--- config.mk ---
export PLATFORM = sky130hd
export DESIGN_NAME = ch77_restart_monitor_flat
export DESIGN_NICKNAME = d
export VERILOG_FILES = /design/src/rtl/ch77_restart_monitor_if.sv /design/src/rtl/ch77_restart_monitor.sv /design/src/flat_wrapper.sv
export SDC_FILE = /design/constraint.sdc
export NUM_CORES = 1
export LEC_CHECK = 0
export BUFFER_PORTS_ARGS = -buffer_cell sky130_fd_sc_hd__buf_2
export CORE_AREA = 2 2 56 58
export DETAILED_ROUTE_END_ITERATION = 16
export DIE_AREA = 0 0 58 60
export PLACE_DENSITY = 0.8
export SYNTH_ARGS = -nofsm -noshare
export SYNTH_HDL_FRONTEND = slang
export SYNTH_SLANG_ARGS = --single-unit
--- constraint.sdc ---
create_clock -name SIM_CLK -period 2.2 [get_ports SIM_CLK]
set_input_delay 0.22 -clock SIM_CLK [delete_from_list [all_inputs] [get_ports SIM_CLK]]
set_output_delay 0.22 -clock SIM_CLK [all_outputs]
set_load 0.05 [all_outputs]
--- src/rtl/ch77_restart_monitor_if.sv ---
// +---------------------------------------------------------------------------+
// | ch77_restart_monitor_if : AGC monitor time-pulse / channel / MDT bus        |
// | Rev 1.0                                                                    |
// +---------------------------------------------------------------------------+
`default_nettype none

interface ch77_restart_monitor_if;
   logic MT01, MT05, MT12;
   logic MWL01, MWL02, MWL03, MWL04, MWL05, MWL06;
   logic MRCH, MWCH;
   logic MDT01, MDT02, MDT03, MDT04, MDT05, MDT06, MDT07, MDT08;
   logic MDT09, MDT10, MDT11, MDT12, MDT13, MDT14, MDT15, MDT16;

   modport master (
      output MT01, MT05, MT12,
      output MWL01, MWL02, MWL03, MWL04, MWL05, MWL06,
      output MRCH, MWCH,
      input  MDT01, MDT02, MDT03, MDT04, MDT05, MDT06, MDT07, MDT08,
      input  MDT09, MDT10, MDT11, MDT12, MDT13, MDT14, MDT15, MDT16
   );

   modport slave (
      input  MT01, MT05, MT12,
      input  MWL01, MWL02, MWL03, MWL04, MWL05, MWL06,
      input  MRCH, MWCH,
      output MDT01, MDT02, MDT03, MDT04, MDT05, MDT06, MDT07, MDT08,
      output MDT09, MDT10, MDT11, MDT12, MDT13, MDT14, MDT15, MDT16
   );
endinterface

`default_nettype wire

--- src/rtl/ch77_restart_monitor.sv ---
// +---------------------------------------------------------------------------+
// | ch77_restart_monitor : sticky AGC alarm register readable/clearable on     |
// | I/O channel 77. Option macro CH77_STOP_ON_ALARM_EN drives MSTP on alarm.    |
// | Rev 1.0                                                                    |
// +---------------------------------------------------------------------------+
`default_nettype none

module ch77_restart_monitor #(
   parameter logic [5:0] CHAN_ADDR   = 6'o77,
   parameter int         SYNC_STAGES = 2
) (
   input  logic SIM_CLK,
   input  logic SIM_RST_n,
   input  logic p4VSW,
   input  logic GND,
   ch77_restart_monitor_if.slave mon,
   input  logic MPAL_n,
   input  logic MTCAL_n,
   input  logic MRPTAL_n,
   input  logic MWATCH_n,
   input  logic MVFAIL_n,
   input  logic MCTRAL_n,
   input  logic MSCAFL_n,
   input  logic MSCDBL_n,
   output logic MNHSBF,
   output logic MNHNC,
   output logic MNHRPT,
   output logic MTCSAI,
   output logic MSTRT,
   output logic MSTP,
   output logic MSBSTP,
   output logic MRDCH,
   output logic MLDCH,
   output logic MONPAR,
   output logic MONWBK,
   output logic MLOAD,
   output logic MREAD,
   output logic NHALGA,
   output logic DOSCAL,
   output logic DBLTST,
   output logic MAMU
);

   // synchronizer stages hold the already-inverted (active-high) alarms
   logic [SYNC_STAGES-1:0][7:0] sync_q, sync_d;
   logic [15:0]                 alm_q, alm_d;
   logic [5:0]                  addr_q, addr_d;
   logic                        hit_q, hit_d;
   logic                        cap_q, cap_d;
   logic                        mt05_q, mt05_d;

   logic [5:0]  w_wl;
   logic [15:0] w_alm_set;
   logic [15:0] w_mdt;
   logic        w_strobe;
   logic        w_clr;
   logic        w_unused;

   assign w_unused = GND;

   always_comb begin
      w_wl      = {mon.MWL06, mon.MWL05, mon.MWL04, mon.MWL03, mon.MWL02, mon.MWL01};
      w_strobe  = mon.MRCH | mon.MWCH;
      w_alm_set = {7'b0, sync_q[SYNC_STAGES-1][7:1], 1'b0, sync_q[SYNC_STAGES-1][0]};
      // edge-qualified so a multi-clock MT05 clears only once
      w_clr     = hit_q & mon.MWCH & mon.MT05 & ~mt05_q;

      sync_d    = sync_q;
      sync_d[0] = ~{MSCDBL_n, MSCAFL_n, MCTRAL_n, MVFAIL_n,
                    MWATCH_n, MRPTAL_n, MTCAL_n, MPAL_n};
      for (int i = 1; i < SYNC_STAGES; i++) begin
         sync_d[i] = sync_q[i-1];
      end

      mt05_d = mon.MT05;
      cap_d  = mon.MT01 & w_strobe;
      addr_d = cap_d ? w_wl : addr_q;

      hit_d = hit_q;
      if (cap_q) begin
         hit_d = (addr_q == CHAN_ADDR);
      end
      if (mon.MT12 || !w_strobe) begin
         hit_d = 1'b0;
      end

      // set is OR-ed after the clear so a coincident alarm survives
      alm_d = (w_clr ? 16'h0000 : alm_q) | w_alm_set;

      if (!p4VSW) begin
         alm_d  = 16'h0000;
         addr_d = 6'd0;
         hit_d  = 1'b0;
         cap_d  = 1'b0;
      end

      w_mdt = (hit_q && mon.MRCH && !mon.MWCH && p4VSW) ? alm_q : 16'h0000;
   end

   always_ff @(posedge SIM_CLK or negedge SIM_RST_n) begin
      if (!SIM_RST_n) begin
         sync_q <= '0;
         alm_q  <= 16'h0000;
         addr_q <= 6'd0;
         hit_q  <= 1'b0;
         cap_q  <= 1'b0;
         mt05_q <= 1'b0;
      end else begin
         sync_q <= sync_d;
         alm_q  <= alm_d;
         addr_q <= addr_d;
         hit_q  <= hit_d;
         cap_q  <= cap_d;
         mt05_q <= mt05_d;
      end
   end

   assign {mon.MDT16, mon.MDT15, mon.MDT14, mon.MDT13,
           mon.MDT12, mon.MDT11, mon.MDT10, mon.MDT09,
           mon.MDT08, mon.MDT07, mon.MDT06, mon.MDT05,
           mon.MDT04, mon.MDT03, mon.MDT02, mon.MDT01} = w_mdt;

`ifdef CH77_STOP_ON_ALARM_EN
   logic mstp_q, mstp_d;

   // ALM is sticky, so tracking "any bit set" holds MSTP until the clear
   always_comb begin
      mstp_d = p4VSW & (|alm_q);
   end

   always_ff @(posedge SIM_CLK or negedge SIM_RST_n) begin
      if (!SIM_RST_n) begin
         mstp_q <= 1'b0;
      end else begin
         mstp_q <= mstp_d;
      end
   end

   assign MSTP = mstp_q;
`else
   assign MSTP = 1'b0;
`endif

   assign MNHSBF = 1'b0;
   assign MNHNC  = 1'b0;
   assign MNHRPT = 1'b0;
   assign MTCSAI = 1'b0;
   assign MSTRT  = 1'b0;
   assign MSBSTP = 1'b0;
   assign MRDCH  = 1'b0;
   assign MLDCH  = 1'b0;
   assign MONPAR = 1'b0;
   assign MONWBK = 1'b0;
   assign MLOAD  = 1'b0;
   assign MREAD  = 1'b0;
   assign NHALGA = 1'b0;
   assign DOSCAL = 1'b0;
   assign DBLTST = 1'b0;
   assign MAMU   = 1'b0;

endmodule

`default_nettype wire

--- src/flat_wrapper.sv ---
// flat-port wrapper written by rule: the top's interface ports become plain ports
module ch77_restart_monitor_flat 
#(
   parameter logic [5:0] CHAN_ADDR   = 6'o77,
   parameter int         SYNC_STAGES = 2
)
  (SIM_CLK, SIM_RST_n, p4VSW, GND, MPAL_n, MTCAL_n, MRPTAL_n, MWATCH_n, MVFAIL_n, MCTRAL_n, MSCAFL_n, MSCDBL_n, MNHSBF, MNHNC, MNHRPT, MTCSAI, MSTRT, MSTP, MSBSTP, MRDCH, MLDCH, MONPAR, MONWBK, MLOAD, MREAD, NHALGA, DOSCAL, DBLTST, MAMU, mon_MT01, mon_MT05, mon_MT12, mon_MWL01, mon_MWL02, mon_MWL03, mon_MWL04, mon_MWL05, mon_MWL06, mon_MRCH, mon_MWCH, mon_MDT01, mon_MDT02, mon_MDT03, mon_MDT04, mon_MDT05, mon_MDT06, mon_MDT07, mon_MDT08, mon_MDT09, mon_MDT10, mon_MDT11, mon_MDT12, mon_MDT13, mon_MDT14, mon_MDT15, mon_MDT16);
  ch77_restart_monitor_if mon_i ();
  input  logic SIM_CLK;
  input  logic SIM_RST_n;
  input  logic p4VSW;
  input  logic GND;
  input  logic MPAL_n;
  input  logic MTCAL_n;
  input  logic MRPTAL_n;
  input  logic MWATCH_n;
  input  logic MVFAIL_n;
  input  logic MCTRAL_n;
  input  logic MSCAFL_n;
  input  logic MSCDBL_n;
  output logic MNHSBF;
  output logic MNHNC;
  output logic MNHRPT;
  output logic MTCSAI;
  output logic MSTRT;
  output logic MSTP;
  output logic MSBSTP;
  output logic MRDCH;
  output logic MLDCH;
  output logic MONPAR;
  output logic MONWBK;
  output logic MLOAD;
  output logic MREAD;
  output logic NHALGA;
  output logic DOSCAL;
  output logic DBLTST;
  output logic MAMU;
  input wire logic [$bits(mon_i.MT01)-1:0] mon_MT01;
  input wire logic [$bits(mon_i.MT05)-1:0] mon_MT05;
  input wire logic [$bits(mon_i.MT12)-1:0] mon_MT12;
  input wire logic [$bits(mon_i.MWL01)-1:0] mon_MWL01;
  input wire logic [$bits(mon_i.MWL02)-1:0] mon_MWL02;
  input wire logic [$bits(mon_i.MWL03)-1:0] mon_MWL03;
  input wire logic [$bits(mon_i.MWL04)-1:0] mon_MWL04;
  input wire logic [$bits(mon_i.MWL05)-1:0] mon_MWL05;
  input wire logic [$bits(mon_i.MWL06)-1:0] mon_MWL06;
  input wire logic [$bits(mon_i.MRCH)-1:0] mon_MRCH;
  input wire logic [$bits(mon_i.MWCH)-1:0] mon_MWCH;
  output wire logic [$bits(mon_i.MDT01)-1:0] mon_MDT01;
  output wire logic [$bits(mon_i.MDT02)-1:0] mon_MDT02;
  output wire logic [$bits(mon_i.MDT03)-1:0] mon_MDT03;
  output wire logic [$bits(mon_i.MDT04)-1:0] mon_MDT04;
  output wire logic [$bits(mon_i.MDT05)-1:0] mon_MDT05;
  output wire logic [$bits(mon_i.MDT06)-1:0] mon_MDT06;
  output wire logic [$bits(mon_i.MDT07)-1:0] mon_MDT07;
  output wire logic [$bits(mon_i.MDT08)-1:0] mon_MDT08;
  output wire logic [$bits(mon_i.MDT09)-1:0] mon_MDT09;
  output wire logic [$bits(mon_i.MDT10)-1:0] mon_MDT10;
  output wire logic [$bits(mon_i.MDT11)-1:0] mon_MDT11;
  output wire logic [$bits(mon_i.MDT12)-1:0] mon_MDT12;
  output wire logic [$bits(mon_i.MDT13)-1:0] mon_MDT13;
  output wire logic [$bits(mon_i.MDT14)-1:0] mon_MDT14;
  output wire logic [$bits(mon_i.MDT15)-1:0] mon_MDT15;
  output wire logic [$bits(mon_i.MDT16)-1:0] mon_MDT16;
  assign mon_i.MT01 = mon_MT01;
  assign mon_i.MT05 = mon_MT05;
  assign mon_i.MT12 = mon_MT12;
  assign mon_i.MWL01 = mon_MWL01;
  assign mon_i.MWL02 = mon_MWL02;
  assign mon_i.MWL03 = mon_MWL03;
  assign mon_i.MWL04 = mon_MWL04;
  assign mon_i.MWL05 = mon_MWL05;
  assign mon_i.MWL06 = mon_MWL06;
  assign mon_i.MRCH = mon_MRCH;
  assign mon_i.MWCH = mon_MWCH;
  assign mon_MDT01 = mon_i.MDT01;
  assign mon_MDT02 = mon_i.MDT02;
  assign mon_MDT03 = mon_i.MDT03;
  assign mon_MDT04 = mon_i.MDT04;
  assign mon_MDT05 = mon_i.MDT05;
  assign mon_MDT06 = mon_i.MDT06;
  assign mon_MDT07 = mon_i.MDT07;
  assign mon_MDT08 = mon_i.MDT08;
  assign mon_MDT09 = mon_i.MDT09;
  assign mon_MDT10 = mon_i.MDT10;
  assign mon_MDT11 = mon_i.MDT11;
  assign mon_MDT12 = mon_i.MDT12;
  assign mon_MDT13 = mon_i.MDT13;
  assign mon_MDT14 = mon_i.MDT14;
  assign mon_MDT15 = mon_i.MDT15;
  assign mon_MDT16 = mon_i.MDT16;
  ch77_restart_monitor #(.CHAN_ADDR(CHAN_ADDR), .SYNC_STAGES(SYNC_STAGES)) u_core (.SIM_CLK(SIM_CLK), .SIM_RST_n(SIM_RST_n), .p4VSW(p4VSW), .GND(GND), .mon(mon_i), .MPAL_n(MPAL_n), .MTCAL_n(MTCAL_n), .MRPTAL_n(MRPTAL_n), .MWATCH_n(MWATCH_n), .MVFAIL_n(MVFAIL_n), .MCTRAL_n(MCTRAL_n), .MSCAFL_n(MSCAFL_n), .MSCDBL_n(MSCDBL_n), .MNHSBF(MNHSBF), .MNHNC(MNHNC), .MNHRPT(MNHRPT), .MTCSAI(MTCSAI), .MSTRT(MSTRT), .MSTP(MSTP), .MSBSTP(MSBSTP), .MRDCH(MRDCH), .MLDCH(MLDCH), .MONPAR(MONPAR), .MONWBK(MONWBK), .MLOAD(MLOAD), .MREAD(MREAD), .NHALGA(NHALGA), .DOSCAL(DOSCAL), .DBLTST(DBLTST), .MAMU(MAMU));
endmodule
==> results.json <==
{
  "synthAdderAreaFrac_pct": 0,
  "place_congestion": 0.692,
  "dpl_cell_area_sq_um": 1460,
  "grt_pass1_vias": 752,
  "rsz0062_at_grt": "no",
  "startpoint_type": "flop",
  "fmax_ghz": 0.593,
  "crit_required_ns": 1.98,
  "switching_share_pct": 27.7,
  "postLayoutCoreUtil_pct": 53.0,
  "final_area_sq_um": 1540,
  "cts_root_buffer": "clkbuf_4",
  "rrSetupSlack_ns": 1.11,
  "post-cts-setup-buffer-count": 0,
  "synth_top_area_cell": "dfrtp_1",
  "synthesis.area_sq_um": 1370,
  "critPathTopFamily": "simple AND/OR/NAND/NOR gates",
  "cp.depth": 3,
  "htreeDepth": 2,
  "synth_most_common_cell": "dfrtp_1",
  "grt_pass1_wl_mm": 3.25,
  "dp_slack_ns": 0.773,
  "synth_xor_area_share_pct": 0,
  "initial_core_util_pct": 47.3,
  "synth_flop_cell": "dfrtp_1",
  "drc": 0,
  "worstSetupEndpointType": "primary output",
  "muxShareOfSynthArea_pct": 4.38,
  "tns_ns": 0,
  "cp_max_fo": 8,
  "die_w_microns": 58,
  "setup_ws_ns": 0.514,
  "hp-class": "in -> reg",
  "rows": 20,
  "initialDrtViolationCount": 2,
  "num_vias": 789,
  "p_switching_mw": 0.328,
  "synth_top_area_share_pct": 60.2,
  "yosysWarnings": 0,
  "drive_gt1_share_pct": 26.5,
  "fp.coreArea_sq_um": 2900,
  "max_cap_violations": 0,
  "cp_cell_sequence": "and4b_2 -> and2_1 -> buf_2",
  "synth-simple-area-share_pct": 13.4,
  "finalClockSkew_ns": 0.0105,
  "clk_path_buf_depth": 2,
  "place_hpwl_mm": 1.51,
  "hold_violations": 0,
  "grt_use_total_pct": 13.1,
  "wire_per_inst_microns": 10.6,
  "finalPower_mw": 1.19,
  "async_flop_share_pct": 100,
  "fill_cells": 277,
  "path_buf_inv": 1,
  "relSlewSlack_pct": 54.7,
  "synth_compound_area_share_pct": 5.10,
  "cts_tree": "built",
  "period_minus_slack_ns": 1.69,
  "clkTransAtPathRegs_ns": 0.09,
  "pwr-share-seq_pct": 55.0,
  "worst_r2r_startpoint": "u_core.mt05_q",
  "port_buffers": 29,
  "cts.sinks": 33,
  "clkLatencyLatePin_ns": 0.33,
  "ys_ff_latch": 33,
  "crit_start": "u_core.hit_q",
  "ioPinCount": 56,
  "slowest_stage": "dfrtp_1",
  "drt_wl_total_mm": 1.96,
  "syn_avg_cell_area_sq_um": 11.9,
  "timing.hold.ws_ns": 0.0176,
  "slew_violations": 0,
  "final_cells": 184,
  "arrival_ns": 1.47,
  "synth_top_family_by_area": "buffers and inverters",
  "reg2regPathDepth": 3,
  "tightest_slew_ns": 0.679,
  "grt_max_degree": 34,
  "p_leak_nw": 0.845,
  "intPower_mw": 0.858,
  "die_area_sq_um": 3480,
  "ys_types": 18,
  "die_h_microns": 60,
  "firstDrtPassIters": 4,
  "via_per_inst": 4.29,
  "setup_viol": 0,
  "max_stage_delay_ns": 0.39,
  "p_clk_share_pct": 31.2,
  "overflow": 0,
  "peakVddDrop_mv": 0.533,
  "drtAntennaViolNets": 0,
  "netlist_top_cells_count": "33 x dfrtp_1, 25 x buf_4, 14 x nor2b_1",
  "cts_resized": 0,
  "cts_inserted_buffers": 5,
  "fin_crit_sh_pct": 76.6,
  "synthToLayoutAreaGrowth_pct": 12.0,
  "crit_type": "reg -> out",
  "ys_top_cells_by_area": "dfrtp_1 60%, buf_4 14%, nor2b_1 6.4%",
  "combPwrFrac_pct": 13.8,
  "syn-instance-count": 115,
  "antenna_found_initial": 0,
  "status": "finished clean",
  "antennaDiodeCount": 0,
  "powerDensity_nw_per_um2": 771,
  "rr_endpoint": "u_core.alm_q[5]",
  "endpoint": "mon_MDT05",
  "seq_area_frac_synth_pct": 60.2,
  "nNetsFinal": 173,
  "placed_cells": 175,
  "synth-edff-count": 0
}
[worst reg2reg max path: stages (launching register included)]
cell and delay (ns):
dfrtp_1 0.37, nand4b_2 0.31, a21oi_1 0.24, nor2b_1 0.07
[placed cells by master, fill, tap and decap left out]
| master | synthesis | final |
|---|---|---|
| nand3_1 | 1 | 1 |
| nor2b_1 | 14 | 14 |
| o21ai_4 | 1 | 1 |
| and2_1 | 8 | 8 |
| a21oi_1 | 8 | 8 |
| nand4_1 | 1 | 1 |
| mux2i_1 | 6 | 6 |
| inv_1 | 10 | 10 |
| nor3_1 | 1 | 1 |
| dfrtp_1 | 33 | 33 |
| dlygate4sd3_1 | 0 | 1 |
| clkbuf_4 | 0 | 5 |
| clkinv_2 | 0 | 1 |
| nor2_1 | 1 | 1 |
| and4b_2 | 1 | 1 |
| conb_1 | 1 | 25 |
| clkbuf_8 | 0 | 2 |
| buf_2 | 0 | 29 |
| nand4b_2 | 1 | 1 |
| o21ai_0 | 1 | 1 |
| a2bb2oi_1 | 1 | 1 |
[layout make-up]
type | instances | area, sq um | area share (%)
clock buffer | 7 | 65.1 | 4.23
inverter | 10 | 37.5 | 2.44
clock inverter | 1 | 5.00 | 0.325
multi-input combinational | 70 | 408 | 26.5
tap | 33 | 41.3 | 2.69
timing repair buffer | 30 | 155 | 10.1
sequential | 33 | 826 | 53.7
[cell families after synthesis]
group                  count (synthesis)
and+or+nand+nor                       28
other                                  1
AOI/OAI and AO/OA                     11
muxes                                  6
buffers and inverters                 36
DFF                                   33
[worst min-delay path by stage]
| stage | cells past startpoint | end | slack, ns | from |
|---|---|---|---|---|
| 2_1_floorplan | 0 | u_core.addr_q[0] | -0.08 | SIM_RST_n |
| 3_3_place_gp | 1 | u_core.addr_q[1] | 0.29 | SIM_RST_n |
| 3_5_place_dp | 1 | u_core.addr_q[1] | 0.30 | SIM_RST_n |
| 4_1_cts | 2 | u_core.sync_d[10] | 0.002 | MRPTAL_n |
| 5_1_grt | 2 | u_core.sync_d[10] | 0.004 | MRPTAL_n |
| 6_report | 2 | u_core.sync_d[8] | 0.02 | MPAL_n |
[power by group through the flow]
stage	sequential [mW]	combinational, mW	clock, mW
after CTS	0.652	0.165	0.385
after detailed placement	0.664	0.164	0
final	0.652	0.164	0.370
after global routing	0.656	0.179	0.403
after floorplan	0.660	0.160	0
after global placement	0.662	0.160	0
[state kept, by name, indices dropped and copies added, names as in the netlist]
register / count
u_core.alm_q: 8
u_core.sync_d: 8
u_core.sync_q: 8
u_core.addr_q: 6
u_core.cap_q: 1
u_core.hit_q: 1
u_core.mt05_q: 1
[metal layers]
layer	part of all wire (%)	global-route usage (%)	wire, microns	up-vias
met5	0	0	0	-
met4	1.6	5.98	31	0
met3	7.8	4.98	153	3
met2	51	22.1	1000	30
met1	39	14.7	772	374
li1	-	-	-	382
[repair_timing]
| action | 4_1_cts | 5_1_grt |
|---|---|---|
| endpoints found under the setup margin | 0 | 0 |
| hold endpoints to repair | 33 | 0 |
| hold buffers | 1 | 0 |
(Power assumes the default switching activity.)
